==> src/rtl/instr_fetch.sv <==
// Fetch stage: owns the PC, drives the instruction ROM address combinationally
// and registers the returned word into a valid/ready handshake toward decode.
module instr_fetch #(
  parameter int          ADDR_WIDTH  = 12,
  parameter int          INSTR_WIDTH = 9,
  parameter int unsigned RESET_PC    = 0
) (
  input  logic                   clk,
  input  logic                   rst_n,
  input  logic                   start,
  input  logic                   halt,
  input  logic                   branch_taken,
  input  logic [ADDR_WIDTH-1:0]  branch_target,
  output logic [ADDR_WIDTH-1:0]  instr_addr,
  input  logic [INSTR_WIDTH-1:0] instr_in,
  output logic                   out_valid,
  input  logic                   out_ready,
  output logic [INSTR_WIDTH-1:0] out_instr,
  output logic [ADDR_WIDTH-1:0]  out_pc,
  output logic                   done
);

  localparam logic [1:0] S_IDLE   = 2'd0;
  localparam logic [1:0] S_FETCH  = 2'd1;
  localparam logic [1:0] S_HALTED = 2'd2;

  localparam logic [ADDR_WIDTH-1:0] PC_RST = ADDR_WIDTH'(RESET_PC);

  logic [1:0]             state_q, state_d;
  logic [ADDR_WIDTH-1:0]  pc_q, pc_d;
  logic                   valid_q, valid_d;
  logic [INSTR_WIDTH-1:0] instr_q, instr_d;
  logic [ADDR_WIDTH-1:0]  opc_q, opc_d;
  logic                   done_q;
  logic                   xfer;

  assign xfer       = valid_q && out_ready;
  assign instr_addr = pc_q;
  assign out_valid  = valid_q;
  assign out_instr  = instr_q;
  assign out_pc     = opc_q;
  assign done       = done_q;

  always_comb begin
    state_d = state_q;
    pc_d    = pc_q;
    valid_d = valid_q;
    instr_d = instr_q;
    opc_d   = opc_q;
    case (state_q)
      S_FETCH: begin
        // A redirect flushes the wrong-path word even if decode takes it this cycle.
        if (branch_taken) begin
          pc_d    = branch_target;
          valid_d = 1'b0;
        end else if (halt) begin
          state_d = S_HALTED;
          if (xfer) valid_d = 1'b0;
        end else if (!valid_q || out_ready) begin
          instr_d = instr_in;
          opc_d   = pc_q;
          valid_d = 1'b1;
          pc_d    = pc_q + ADDR_WIDTH'(1);
        end
      end
      default: begin
        // IDLE and HALTED: a held word drains normally while waiting for start.
        if (xfer) valid_d = 1'b0;
        if (start) begin
          state_d = S_FETCH;
          pc_d    = PC_RST;
        end
      end
    endcase
  end

  always_ff @(posedge clk or negedge rst_n) begin
    if (!rst_n) begin
      state_q <= S_IDLE;
      pc_q    <= PC_RST;
      valid_q <= 1'b0;
      instr_q <= '0;
      opc_q   <= '0;
      done_q  <= 1'b0;
    end else begin
      state_q <= state_d;
      pc_q    <= pc_d;
      valid_q <= valid_d;
      instr_q <= instr_d;
      opc_q   <= opc_d;
      done_q  <= (state_d == S_HALTED);
    end
  end

endmodule

==> config.mk <==
export PLATFORM = sky130hd
export DESIGN_NAME = instr_fetch
export DESIGN_NICKNAME = d
export VERILOG_FILES = /design/src/rtl/instr_fetch.sv
export SDC_FILE = /design/constraint.sdc
export NUM_CORES = 1
export LEC_CHECK = 0
export BUFFER_PORTS_ARGS = -buffer_cell sky130_fd_sc_hd__buf_2
export CAP_MARGIN = 0
export CORE_MARGIN = 4
export CORE_UTILIZATION = 35
export CTS_CLUSTER_SIZE = 30
export DETAILED_ROUTE_END_ITERATION = 8
export PLACE_DENSITY = 0.59
export SYNTH_ARGS = -nofsm -noshare
export SYNTH_HDL_FRONTEND = slang
export SYNTH_SLANG_ARGS = --single-unit
==> constraint.sdc <==
create_clock -name clk -period 2.85 [get_ports clk]
set_clock_uncertainty 0.2 [all_clocks]
set_input_delay 0.7125 -clock clk [delete_from_list [all_inputs] [get_ports clk]]
set_output_delay 0.7125 -clock clk [all_outputs]
set_load 0.005 [all_outputs]
* Yosys cells after proc, flatten, opt, wreduce, memory -nomap -nowiden
Cells that the tools add are included.
** Operators by class
- Bitwise operators :: 2
- Eq/ne operators :: 5
- Reduce and logical (&&, ||, !) cells :: 6
- Add/sub/neg operators :: 1
- Muxes and demuxes :: 14
** Operator list (number)
- 12-bit 2-to-1 mux :: 5
- 12-bit by 1-bit adder with 12-bit output (second input constant) :: 1
- 2-bit 2-to-1 mux :: 4
- 3-bit inequality test (second input constant) :: 2
- 1-bit 2-to-1 mux :: 5
- 4-bit inequality test (second input constant) :: 1
- 4-bit AND reduction :: 1
- 3-bit AND reduction :: 1
- 2-bit by 1-bit == test with 1-bit output (second input constant) :: 1
- 2-bit == test (second input constant) :: 1
- 1-bit inverter :: 2
- 2-bit nonzero test :: 1
- 1-bit logical AND :: 1
- 1-bit logical NOT :: 1
- 1-bit logical OR :: 1
** Storage, ports and cells
- Bits of input ports :: 27
- Register bits :: 37
- Output and inout bits :: 35
- Logic and storage cells :: 34

* Depth between registers and ports, before layout
Gate-level depths: netlist (run 1).
- Depth in word-level cells :: 6
- Mapped depth :: 7
- Depth with buffers taken out :: 6

* Worst setup path before layout (run 1)
Ideal clock, no wire load.
- Path kind :: input port to flip-flop
- From :: in branch_taken
- To :: reg opc_q[6], in the netlist out_pc[6]
- Stages :: 7
- Library setup time :: 0.117 ns
- Setup slack :: 0.701 ns
- Arrival time :: 1.832 ns
- Path buffers :: 3
- Data required time :: 2.533 ns
- Path through :: buf_6 -> nor3b_1 -> or3b_1 -> clkbuf_1 -> clkbuf_1 -> nand2_1 -> nand2_1
** Between the ends
- Cells in the longest elaborated chain, start to end :: 2
** Ends and longest elaborated chain
- start, declared :: line 12 : input logic branch_taken,
- 1-bit inverter (no line)
- 4-bit AND reduction (no line)
- end signal, assigned :: line 90 : opc_q <= opc_d;
- end, declared :: line 33 : logic [ADDR_WIDTH-1:0] opc_q, opc_d;
Every way passes these cells.
A chain may end at the register's enable or synchronous reset.

* Final worst setup path (run 1)
- From :: in branch_taken
- To :: reg opc_q[7], in the netlist out_pc[7]
Same word-level chain as after synthesis.

==> results of run 1 <==
## routing by layer
metal / track usage (%) / up-vias
li1: - / 798
met1: 19.8 / 730
met2: 24.2 / 42
met3: 4.29 / 5
met4: 4.12 / 0
met5: 0 / -
## layout by cell type (no fill, tap or decap), types with 3 or more instances in the layout
| cell | n |
|---|---|
| a21oi_1 | 10 |
| buf_4 | 4 |
| inv_1 | 4 |
| dfrtp_1 | 37 |
| o21ai_0 | 16 |
| nand2_1 | 71 |
| nand3_1 | 4 |
| buf_2 | 61 |
| nor3_1 | 3 |
| nor2_1 | 11 |
| clkbuf_8 | 5 |
## registers in the layout, indices dropped and copies added (netlist names)
name	cells
out_pc	12
out_instr	9
state_q	2
instr_addr	12
out_valid	1
done	1
## where the power goes
group | switching [W] | leakage (nW) | internal (W)
clock network | 0.000184 | 0.0681 | 0.000348
logic | 0.000224 | 0.638 | 0.000209
registers | 0.000126 | 0.477 | 0.000669
## worst max path at each step
stage,end,slack (ns),cells past startpoint
after floorplan,out_pc[6]$_DFFE_PN0P_,0.70,7
after global placement,out_pc[7]$_DFFE_PN0P_,0.40,6
after detailed placement,out_instr[3]$_DFFE_PN0P_,0.35,7
after CTS,out_pc[7]$_DFFE_PN0P_,0.65,6
after global routing,out_pc[10]$_DFFE_PN0P_,0.45,6
final,out_pc[7]$_DFFE_PN0P_,0.65,7
## synth_stat cells (2+ instances only)
master	count	area, um2
nand2_1	71	267
dfrtp_1	37	926
o21ai_0	16	80.1
nor2_1	11	41.3
a21oi_1	10	50.1
clkbuf_1	5	18.8
inv_1	4	15.0
nand3_1	4	20.0
nor3_1	4	20.0
a22oi_1	2	15.0
a32oi_1	2	17.5
buf_2	2	10.0
buf_6	2	22.5
clkbuf_8	2	27.5
nor3b_1	2	15.0
nor4_1	2	12.5
o22ai_1	2	12.5
## cell families after synthesis
group,Yosys count
and+or+nand+nor,104
AOI/OAI and AO/OA,40
DFF,37
buffers and inverters,17
xor gates and xnor gates,1
muxes,1
adders and majority gates,1
## critical path, delay by kind of cell
family | cells | cell delay, ns
buf+inv | 3 | 0.61
simple gates | 4 | 0.89
## through the flow
stage	cells	area [um2]	utilization (%)
after floorplan	201	1790	-
after global placement	320	2130	43.9
after detailed placement	320	2130	43.9
after CTS	328	2260	46.6
after global routing	328	2260	46.6
final	328	2260	46.6
## final cells by class
| type | instances | share of cell area (%) |
|---|---|---|
| clock buffer | 5 | 3.04 |
| sequential | 37 | 41.0 |
| multi-input combinational | 147 | 33.9 |
| timing repair buffer | 65 | 14.8 |
| tap | 67 | 3.71 |
| inverter | 4 | 0.664 |
| clock inverter | 3 | 2.88 |
==> results.md, run 1 <==
* Worst vdd ir at 0.243 mV
* Largest net degree at the start of global routing at 38
* Vias at 1575
* Max layer used: met4
* Dpl ws at 0.352 ns
* Yosys Warn Count at 0
* Average size of a mapped cell at 8.93 um2
* Port Buffers at 61
* Synth-to-Final Area Change at 26.0%
* Dominant synthesized flop cell: dfrtp_1
* DR WL/cell at 13.2 um
* Die ar. at 6340 um2
* Gr ovfl total at 0
* Largest family of logic cells by synthesized area: simple AND/OR/NAND/NOR gates
* Tmin final at 2.20 ns
* Max Cap Viol at 0
* Skew-Pair Late Insertion Delay at 0.29 ns
* Total core area at 4850 um2
* Crit share post-route at 77.2%
* Htree depth at 2
* #FFs+latches synth at 37
* Die W at 79.6 um
* Storage element area at 926 um2
* Worst Setup SP: branch_taken
* Slew HR at 46.0%
* Worst Path Max Fanout at 13
* DP HPWL at 3130 um
* # clock sinks at 37
* I/O pins at 62
* Xor/xnor cell area share of the yosys netlist at 0.488%
* First-pass GRT wire length at 7380 um
* FP Rows at 25
* Reg2reg start: state_q[0]$_DFF_PN0_
* Req. time, crit path at 2.88 ns
* Multiplexer area fraction after synthesis at 0.628%
* Hold path cells at 2
* Post-synthesis compound-gate area fraction at 13.8%
* Final WL at 4340 um
* End of the worst hold path: out_pc[4]$_DFFE_PN0P_
* Status: finished clean
* GRT Total Usage at 15.1%
* Multi-input gate area at 767 um2
* Sequential-to-total area share from yosys stat at 51.6%
* Root buf cell: clkbuf_8
* Power per Cell Area at 778 nW/um2
* Initial antenna violation count at 0
* Worst hold start: out_pc[4]$_DFFE_PN0P_
* Via density at 4.80
* Metal-1 WL at 1970 um
* Adder-Cell Fraction of Synth Area at 0.697%
* Detail Route met3 WL at 244 um
* CTS Hold Bufs at 0
* Tightest Pin Transition at 0.810 ns
* Nets at 288
* Most frequent CP cell: nand2_1
* Syn Nets at 229
* Worst min path class: flip-flop to flip-flop
* Critical-path cell list: buf_2 > inv_1 > nand2_1 > nor3_2 > buf_4 > nand2_1 > nand2_1
* RSZ-0062 raised after global routing: no
* Clock buffer depth at 2
* Endpoint class of the critical path: flip-flop
* Final Power at 0.00176 W
* Wire length on met2 at 2070 um
* WS Path Type: input pin to flip-flop
* Antenna Violating Nets Remaining at 0
* Drt first pass iters at 4
* Post-synth EDFFs at 0
* Diode count at 0
* FMAX at 0.455 GHz
* Mapped Cells at 201
* R2R Setup Slk at 0.66 ns
* Critical-path top delay cell: nor3_2
* Netlist cell types at 40
* FF-to-FF path depth at 6
* Largest stage delay, worst path at 0.59 ns
* CTS buffer count at 5
* Worst Hold Slack at 0.269 ns
* Post-CTS setup buffer count at 0
* RePlAce Congestion at 0.755
* Clock Pin Slew Worst Setup and Hold Paths at 0.07 ns
* Final max-slew violation count at 0
* Post-CTS resize count at 0
* Initial Util at 37.0%
* CTS tree: built
* End of the worst register-to-register path: out_pc[7]$_DFFE_PN0P_
* Filler instances at 493
* Iter 0 DRT Violations at 93
* # setup viols final at 0
* Setup Total Neg Slack at 0 ns
* Die Y at 79.6 um
* Crit path launch type: input pin
* Fraction of layout cells with a size suffix above 1 at 31.8%
* DR DRC count at 0
* Vias in the first global route at 1512
* Lkg Pwr at 1.18 nW
* Final worst slack at 0.650 ns
* Synthesized area at 1790 um2
* Async S/R FF share, synth at 100%
* Crit path arrival time at 2.23 ns
* Post-Synth Simple-Gate Area at 26.8%
* Final Hold Fails at 0
(Power assumes the default switching activity.)
==> run 2: changes to the inputs <==
==> constraint.sdc (replaced) <==
create_clock -name clk -period 2.1 [get_ports clk]
set_clock_uncertainty 0.2 [all_clocks]
set_input_delay 0.525 -clock clk [delete_from_list [all_inputs] [get_ports clk]]
set_output_delay 0.525 -clock clk [all_outputs]
set_load 0.005 [all_outputs]
==> run 2 against run 1 <==
Compared with the run above: first-iteration DRC count up 24%; critical path type is now flip-flop to flip-flop; highest routed layer unchanged; hold slack worse by 0.040 ns; die area unchanged.
==> results.md, run 2 (synthesis gave the netlist of run 1 again) <==
* Final max-slew violation count at 0 (unchanged)
* GRT Total Usage at 15.6% (+0.54 points)
* Nets at 302 (+4.9%)
* WS Path Type: flip-flop to flip-flop
* # clock sinks at 37 (unchanged)
* DP HPWL at 3370 um (+7.7%)
* Final Hold Fails at 0 (unchanged)
* Via density at 4.71 (-2.0%)
* Worst vdd ir at 0.303 mV (+25%)
* Slew HR at 69.3% (+23 points)
* Met1 Use GR at 20.4% (+0.59 points)
* Die W at 79.6 um (unchanged)
* First-pass GRT wire length at 7820 um (+5.9%)
* Fraction of layout cells with a size suffix above 1 at 33.8% (+2.0 points)
* Synth-to-Final Area Change at 29.0%
* Leading cell type in the layout, fill and taps excluded: nand2_1
* Power per Cell Area at 946 nW/um2 (+22%)
* Clock Power Share at 21.3% (-8.9 points)
* Lkg Pwr at 1.22 nW (+3.4%)
* Vias in the first global route at 1599 (+5.8%)
* Iter 0 DRT Violations at 115 (+24%)
* FMAX at 0.546 GHz
* Hold path cells at 3 (+1)
* Worst min path class: input pin to flip-flop
* Commonest cells after routing, fill and taps aside: 71 x nand2_1, 61 x buf_2, 37 x dfrtp_1, 17 x buf_4, 16 x o21ai_0
* Util after Layout at 47.7% (+1.1 points)
* Initial antenna violation count at 0 (unchanged)
* Antenna Violating Nets Remaining at 0 (unchanged)
* Multi-input gate area at 767 um2 (unchanged)
* Setup Total Neg Slack at 0 ns (unchanged)
* Storage element area at 926 um2 (unchanged)
* CTS tree: built
* Dpl ws at 0.105 ns (-0.247 ns)
* Root buf cell: clkbuf_8
* CTS buffer count at 5 (unchanged)
* Crit path arrival time at 1.86 ns (-0.37 ns)
* DP Area at 2220 um2 (+4.6%)
* Tightest Pin Transition at 0.460 ns (-0.350 ns)
* RSZ-0062 raised after global routing: no
* Sw frac at 32.5% (+2.2 points)
* NetSw at 0.000713 W (+34%)
* Fin area at 2310 um2 (+2.4%)
* M2 GR Usage at 25.7% (+1.5 points)
* Htree depth at 2 (unchanged)
* Vias at 1610 (+2.2%)
* Die Y at 79.6 um (unchanged)
* Met3 Track Usage GR at 3.84% (-0.45 points)
* Die ar. at 6340 um2 (unchanged)
* Crit path launch type: flip-flop
* Final WL at 4510 um (+4.0%)
* Largest net degree at the start of global routing at 24 (-37%)
* Max Cap Viol at 0 (unchanged)
* GR peak layer: met2
* Status: finished clean
* RePlAce Congestion at 0.790 (+4.6%)
* FP Rows at 25 (unchanged)
* # setup viols final at 0 (unchanged)
* Gr ovfl total at 0 (unchanged)
* Skew-Pair Late Insertion Delay at 0.28 ns (about the same)
* Tmin final at 1.83 ns
* Filler instances at 520 (+5.5%)
* I/O pins at 62 (unchanged)
* Final worst slack at 0.268 ns (-0.382 ns)
* Post-CTS setup buffer count at 0 (unchanged)
* Inst Count DP at 333 (+4.1%)
* Clock buffer depth at 2 (unchanged)
* Comb pwr share at 31.4% (+6.8 points)
* Clock Pin Slew Worst Setup and Hold Paths at 0.07 ns (about the same)
* DR DRC count at 0 (unchanged)
* Req. time, crit path at 2.12 ns (-0.76 ns)
* Seq pwr share at 47.3% (+2.1 points)
* Endpoint class of the critical path: flip-flop
* Crit share post-route at 87.2%
* Drt first pass iters at 4 (unchanged)
* FF-to-FF path depth at 5 (-1)
* Initial Util at 37.0% (unchanged)
* Diode count at 0 (unchanged)
* Non-filler cells, final at 342 (+4.3%)
* Total core area at 4850 um2 (unchanged)
* DR WL/cell at 13.2 um (-0.27%)
* Port Buffers at 61 (unchanged)
* Worst Path Max Fanout at 4 (-9)
* Internal at 0.00148 W (+21%)
[run 2: changes by cell type in the layout (fill, tap and decap cells not counted), sizes merged]
cell,delta
buf,+13
bufinv,-2
clkinv,-1
dlygate4sd3,+1
clkbuf,+3
[run 2: metal layers]
metal  routed length, um  vias to the layer above
met3                 190                        5
li1                    -                      825
met1                2100                      749
met5                   0                        -
met4                  58                        0
met2                2160                       31
[run 2: power by group through the flow]
| stage | clock, W | combinational (W) | sequential [W] |
|---|---|---|---|
| after CTS | 0.000483 | 0.000706 | 0.00104 |
| after detailed placement | 0 | 0.000702 | 0.00105 |
| after global routing | 0.000528 | 0.000786 | 0.00107 |
| after floorplan | 0 | 0.000325 | 0.00107 |
| after global placement | 0 | 0.000693 | 0.00105 |
| final | 0.000466 | 0.000687 | 0.00104 |
[run 2: final timing paths]
check,startpoint,endpoint,slack [ns]
setup / recovery,instr_addr[1]$_DFFE_PN0P_,instr_addr[11]$_DFFE_PN0P_,0.27
hold / removal,instr_in[8],out_instr[8]$_DFFE_PN0P_,0.23
setup reg to reg,instr_addr[1]$_DFFE_PN0P_,instr_addr[11]$_DFFE_PN0P_,0.27
hold reg to reg,out_pc[4]$_DFFE_PN0P_,out_pc[4]$_DFFE_PN0P_,0.27
max in group asynchronous,rst_n,out_pc[9]$_DFFE_PN0P_,0.68
min in group asynchronous,rst_n,state_q[0]$_DFF_PN0_,0.52
[run 2: worst max-delay path: stages (launching register included)]
cell,delay (ns)
dfrtp_1,0.35
and4_4,0.27
nand4_4,0.11
or4b_4,0.53
o211ai_2,0.14
a32o_1,0.17
[run 2: through the flow]
stage	hold slack, ns	total power, W
final	0.228	0.00219
after global routing	0.224	0.00238
after CTS	0.224	0.00223
after detailed placement	0.258	0.00176
after global placement	0.252	0.00174
after floorplan	0.0294	0.00140
[run 2: cell type report]
class / instances / share of cell area (%)
Sequential cell: 37 / 40.0
Multi-Input combinational cell: 147 / 33.1
Timing Repair Buffer: 79 / 19.1
Tap cell: 67 / 3.62
Clock buffer: 8 / 3.46
Inverter: 4 / 0.649
[run 2: timing repair]
item	CTS	global route
hold endpoints to repair	10	0
resized for setup	0	0
hold buffers	1	0
endpoints found under the setup margin	0	0
==> run 3: changes to the inputs <==
--- a/config.mk
+++ b/config.mk
@@ -7,6 +7,7 @@
 export LEC_CHECK = 0
 export BUFFER_PORTS_ARGS = -buffer_cell sky130_fd_sc_hd__buf_2
 export CAP_MARGIN = 0
+export CORE_ASPECT_RATIO = 1.2
 export CORE_MARGIN = 4
 export CORE_UTILIZATION = 35
 export CTS_CLUSTER_SIZE = 30
==> run 3 against run 2 <==
Compared with the run above: die area hardly changed; sequential power about the same; maximum frequency decreased by 7.2%; routed wire length rose by 4.4%; non-clock buffer count up 1; register-to-register slack got worse by 0.14 ns; clock power rose by 6.0%; first-iteration DRC count decreased by 29%; largest cell class unchanged; largest power group unchanged.
==> results.md, run 3 (synthesis gave the netlist of run 1 again) <==
* Final Hold Fails at 0 (unchanged)
* Vias at 1674 (+4.0%)
* WS Path Type: flip-flop to flip-flop
* Skew-Pair Late Insertion Delay at 0.29 ns (about the same)
* Die Y at 86.4 um (+8.6%)
* NetSw at 0.000725 W (+1.7%)
* Post-CTS resize count at 0 (unchanged)
* Die W at 73.4 um (-7.8%)
* Antenna Violating Nets Remaining at 0 (unchanged)
* First-pass GRT wire length at 7780 um (-0.52%)
* # setup viols final at 0 (unchanged)
* Fraction of layout cells with a size suffix above 1 at 35.3% (+1.5 points)
* I/O pins at 62 (unchanged)
* Port Buffers at 61 (unchanged)
* Crit share post-route at 94.0% (+6.8 points)
* Status: finished clean
* Diode count at 0 (unchanged)
* End of the worst register-to-register path: instr_addr[10]$_DFFE_PN0P_
* Final worst slack at 0.126 ns (-0.142 ns)
* FMAX at 0.507 GHz (-7.2%)
* Worst min path class: input pin to asynchronous set/reset pin
* Die ar. at 6340 um2 (about the same)
* # clock sinks at 37 (unchanged)
* Internal at 0.00151 W (+2.2%)
* R2R Setup Slk at 0.13 ns (-0.14 ns)
* Final WL at 4710 um (+4.4%)
* Crit path capture: instr_addr[10]$_DFFE_PN0P_
* CTS Hold Bufs at 0 (-1)
* Root buf cell: clkbuf_8
* Commonest cells after routing, fill and taps aside: 71 x nand2_1, 61 x buf_2, 37 x dfrtp_1, 19 x buf_4, 16 x o21ai_0
* Max layer used: met4
* Synth-to-Final Area Change at 29.4%
* RePlAce Congestion at 0.759 (-3.9%)
* Sw frac at 32.4% (-0.10 points)
* Dpl ws at 0.0681 ns (-0.0366 ns)
* Worst Path Max Fanout at 6 (+2)
* Clock Power Share at 22.1% (+0.8 points)
* Via density at 5.00 (+6.1%)
* Crit path arrival time at 1.93 ns (+0.07 ns)
* Gr ovfl total at 0 (unchanged)
* Post-CTS setup buffer count at 0 (unchanged)
* Detail Route met3 WL at 300 um (+58%)
* Slew HR at 67.6% (-1.7 points)
* FF-to-FF path depth at 7 (+2)
* Final max-slew violation count at 0 (unchanged)
* Leading cell type in the layout, fill and taps excluded: nand2_1
* Clock buffer depth at 2 (unchanged)
* Util after Layout at 47.0% (-0.73 points)
* Initial antenna violation count at 0 (unchanged)
* Lkg Pwr at 1.23 nW (+0.92%)
* GRT Total Usage at 15.7% (+0.10 points)
* Reg2reg start: instr_addr[0]$_DFFE_PN0P_
* Power per Cell Area at 962 nW/um2 (+1.7%)
* Total core area at 4940 um2 (+1.9%)
* Endpoint class of the critical path: flip-flop
* Max Cap Viol at 0 (unchanged)
* DR DRC count at 0 (unchanged)
* Largest net degree at the start of global routing at 38 (+58%)
* FP Rows at 28 (+12%)
* Tmin final at 1.97 ns (+0.142 ns)
* Comb pwr share at 31.6% (+0.2 points)
* Worst vdd ir at 0.295 mV (-2.7%)
* Clock Pin Slew Worst Setup and Hold Paths at 0.07 ns (about the same)
* Final Power at 0.00223 W (+2.1%)
* CTS tree: built
* DR WL/cell at 14.1 um (+6.6%)
* DP HPWL at 3480 um (+3.1%)
* Htree depth at 2 (unchanged)
* Seq pwr share at 46.3% (-1.0 points)
* Req. time, crit path at 2.05 ns (-0.07 ns)
* Tightest Pin Transition at 0.485 ns (+0.0253 ns)
* Worst Setup SP: instr_addr[0]$_DFFE_PN0P_
* Wire length on met2 at 2410 um (+12%)
* Crit path launch type: flip-flop
* Metal-1 WL at 1890 um (-10%)
* Nets at 303 (+0.33%)
* CTS buffer count at 5 (unchanged)
* Iter 0 DRT Violations at 82 (-29%)
* Initial Util at 36.3% (-0.68 points)
* Vias in the first global route at 1706 (+6.7%)
* Drt first pass iters at 4 (unchanged)
==> run 3: per-layer routing <==
| layer | GRT usage [%] | vias up |
|---|---|---|
| met5 | 0 | - |
| met4 | 7.74 | 0 |
| met3 | 3.25 | 9 |
| met2 | 27.1 | 47 |
| met1 | 18.2 | 793 |
| li1 | - | 825 |
==> run 3: power by group through the flow <==
stage / registers [W] / logic (W) / clock network (W)
after floorplan: 0.00107 / 0.000325 / 0
after global placement: 0.00105 / 0.000708 / 0
after detailed placement: 0.00105 / 0.000721 / 0
after CTS: 0.00104 / 0.000723 / 0.000513
after global routing: 0.00107 / 0.000805 / 0.000539
final: 0.00103 / 0.000706 / 0.000494
==> run 3: worst max-delay path: stages (launching register included) <==
cell     delay (ns)
dfrtp_1        0.43
buf_4          0.16
ha_1           0.18
nand3_1        0.25
nor3_2         0.30
nor2_1         0.06
o21ai_0        0.15
o21ai_0        0.12
==> run 3: per-stage QoR <==
stage | TNS (ns) | std cells | hold WS [ns] | instance area, um2
2_1_floorplan | 0 | 201 | 0.0294 | 1790
3_3_place_gp | 0 | 328 | 0.252 | 2230
3_5_place_dp | 0 | 328 | 0.261 | 2230
4_1_cts | 0 | 335 | 0.0935 | 2320
5_1_grt | -0.0173 | 335 | 0.121 | 2320
6_report | 0 | 335 | 0.0766 | 2320
==> run 3: how the worst min path moves through the flow <==
| stage | start | endpoint | cells after the start |
|---|---|---|---|
| 2_1_floorplan | rst_n | done$_DFF_PN0_ | 0 |
| 3_3_place_gp | out_instr[8]$_DFFE_PN0P_ | out_instr[8]$_DFFE_PN0P_ | 2 |
| 3_5_place_dp | out_pc[10]$_DFFE_PN0P_ | out_pc[10]$_DFFE_PN0P_ | 2 |
| 4_1_cts | rst_n | out_pc[5]$_DFFE_PN0P_ | 2 |
| 5_1_grt | rst_n | out_pc[5]$_DFFE_PN0P_ | 2 |
| 6_report | rst_n | out_pc[5]$_DFFE_PN0P_ | 2 |
==> run 3: area by class of cell <==
class / count / area [um2]
fill: 504 / 2620
sequential: 37 / 926
multi-input combinational: 147 / 772
timing repair buffer: 80 / 448
clock buffer: 7 / 86.3
tap: 60 / 75.1
inverter: 4 / 15.0
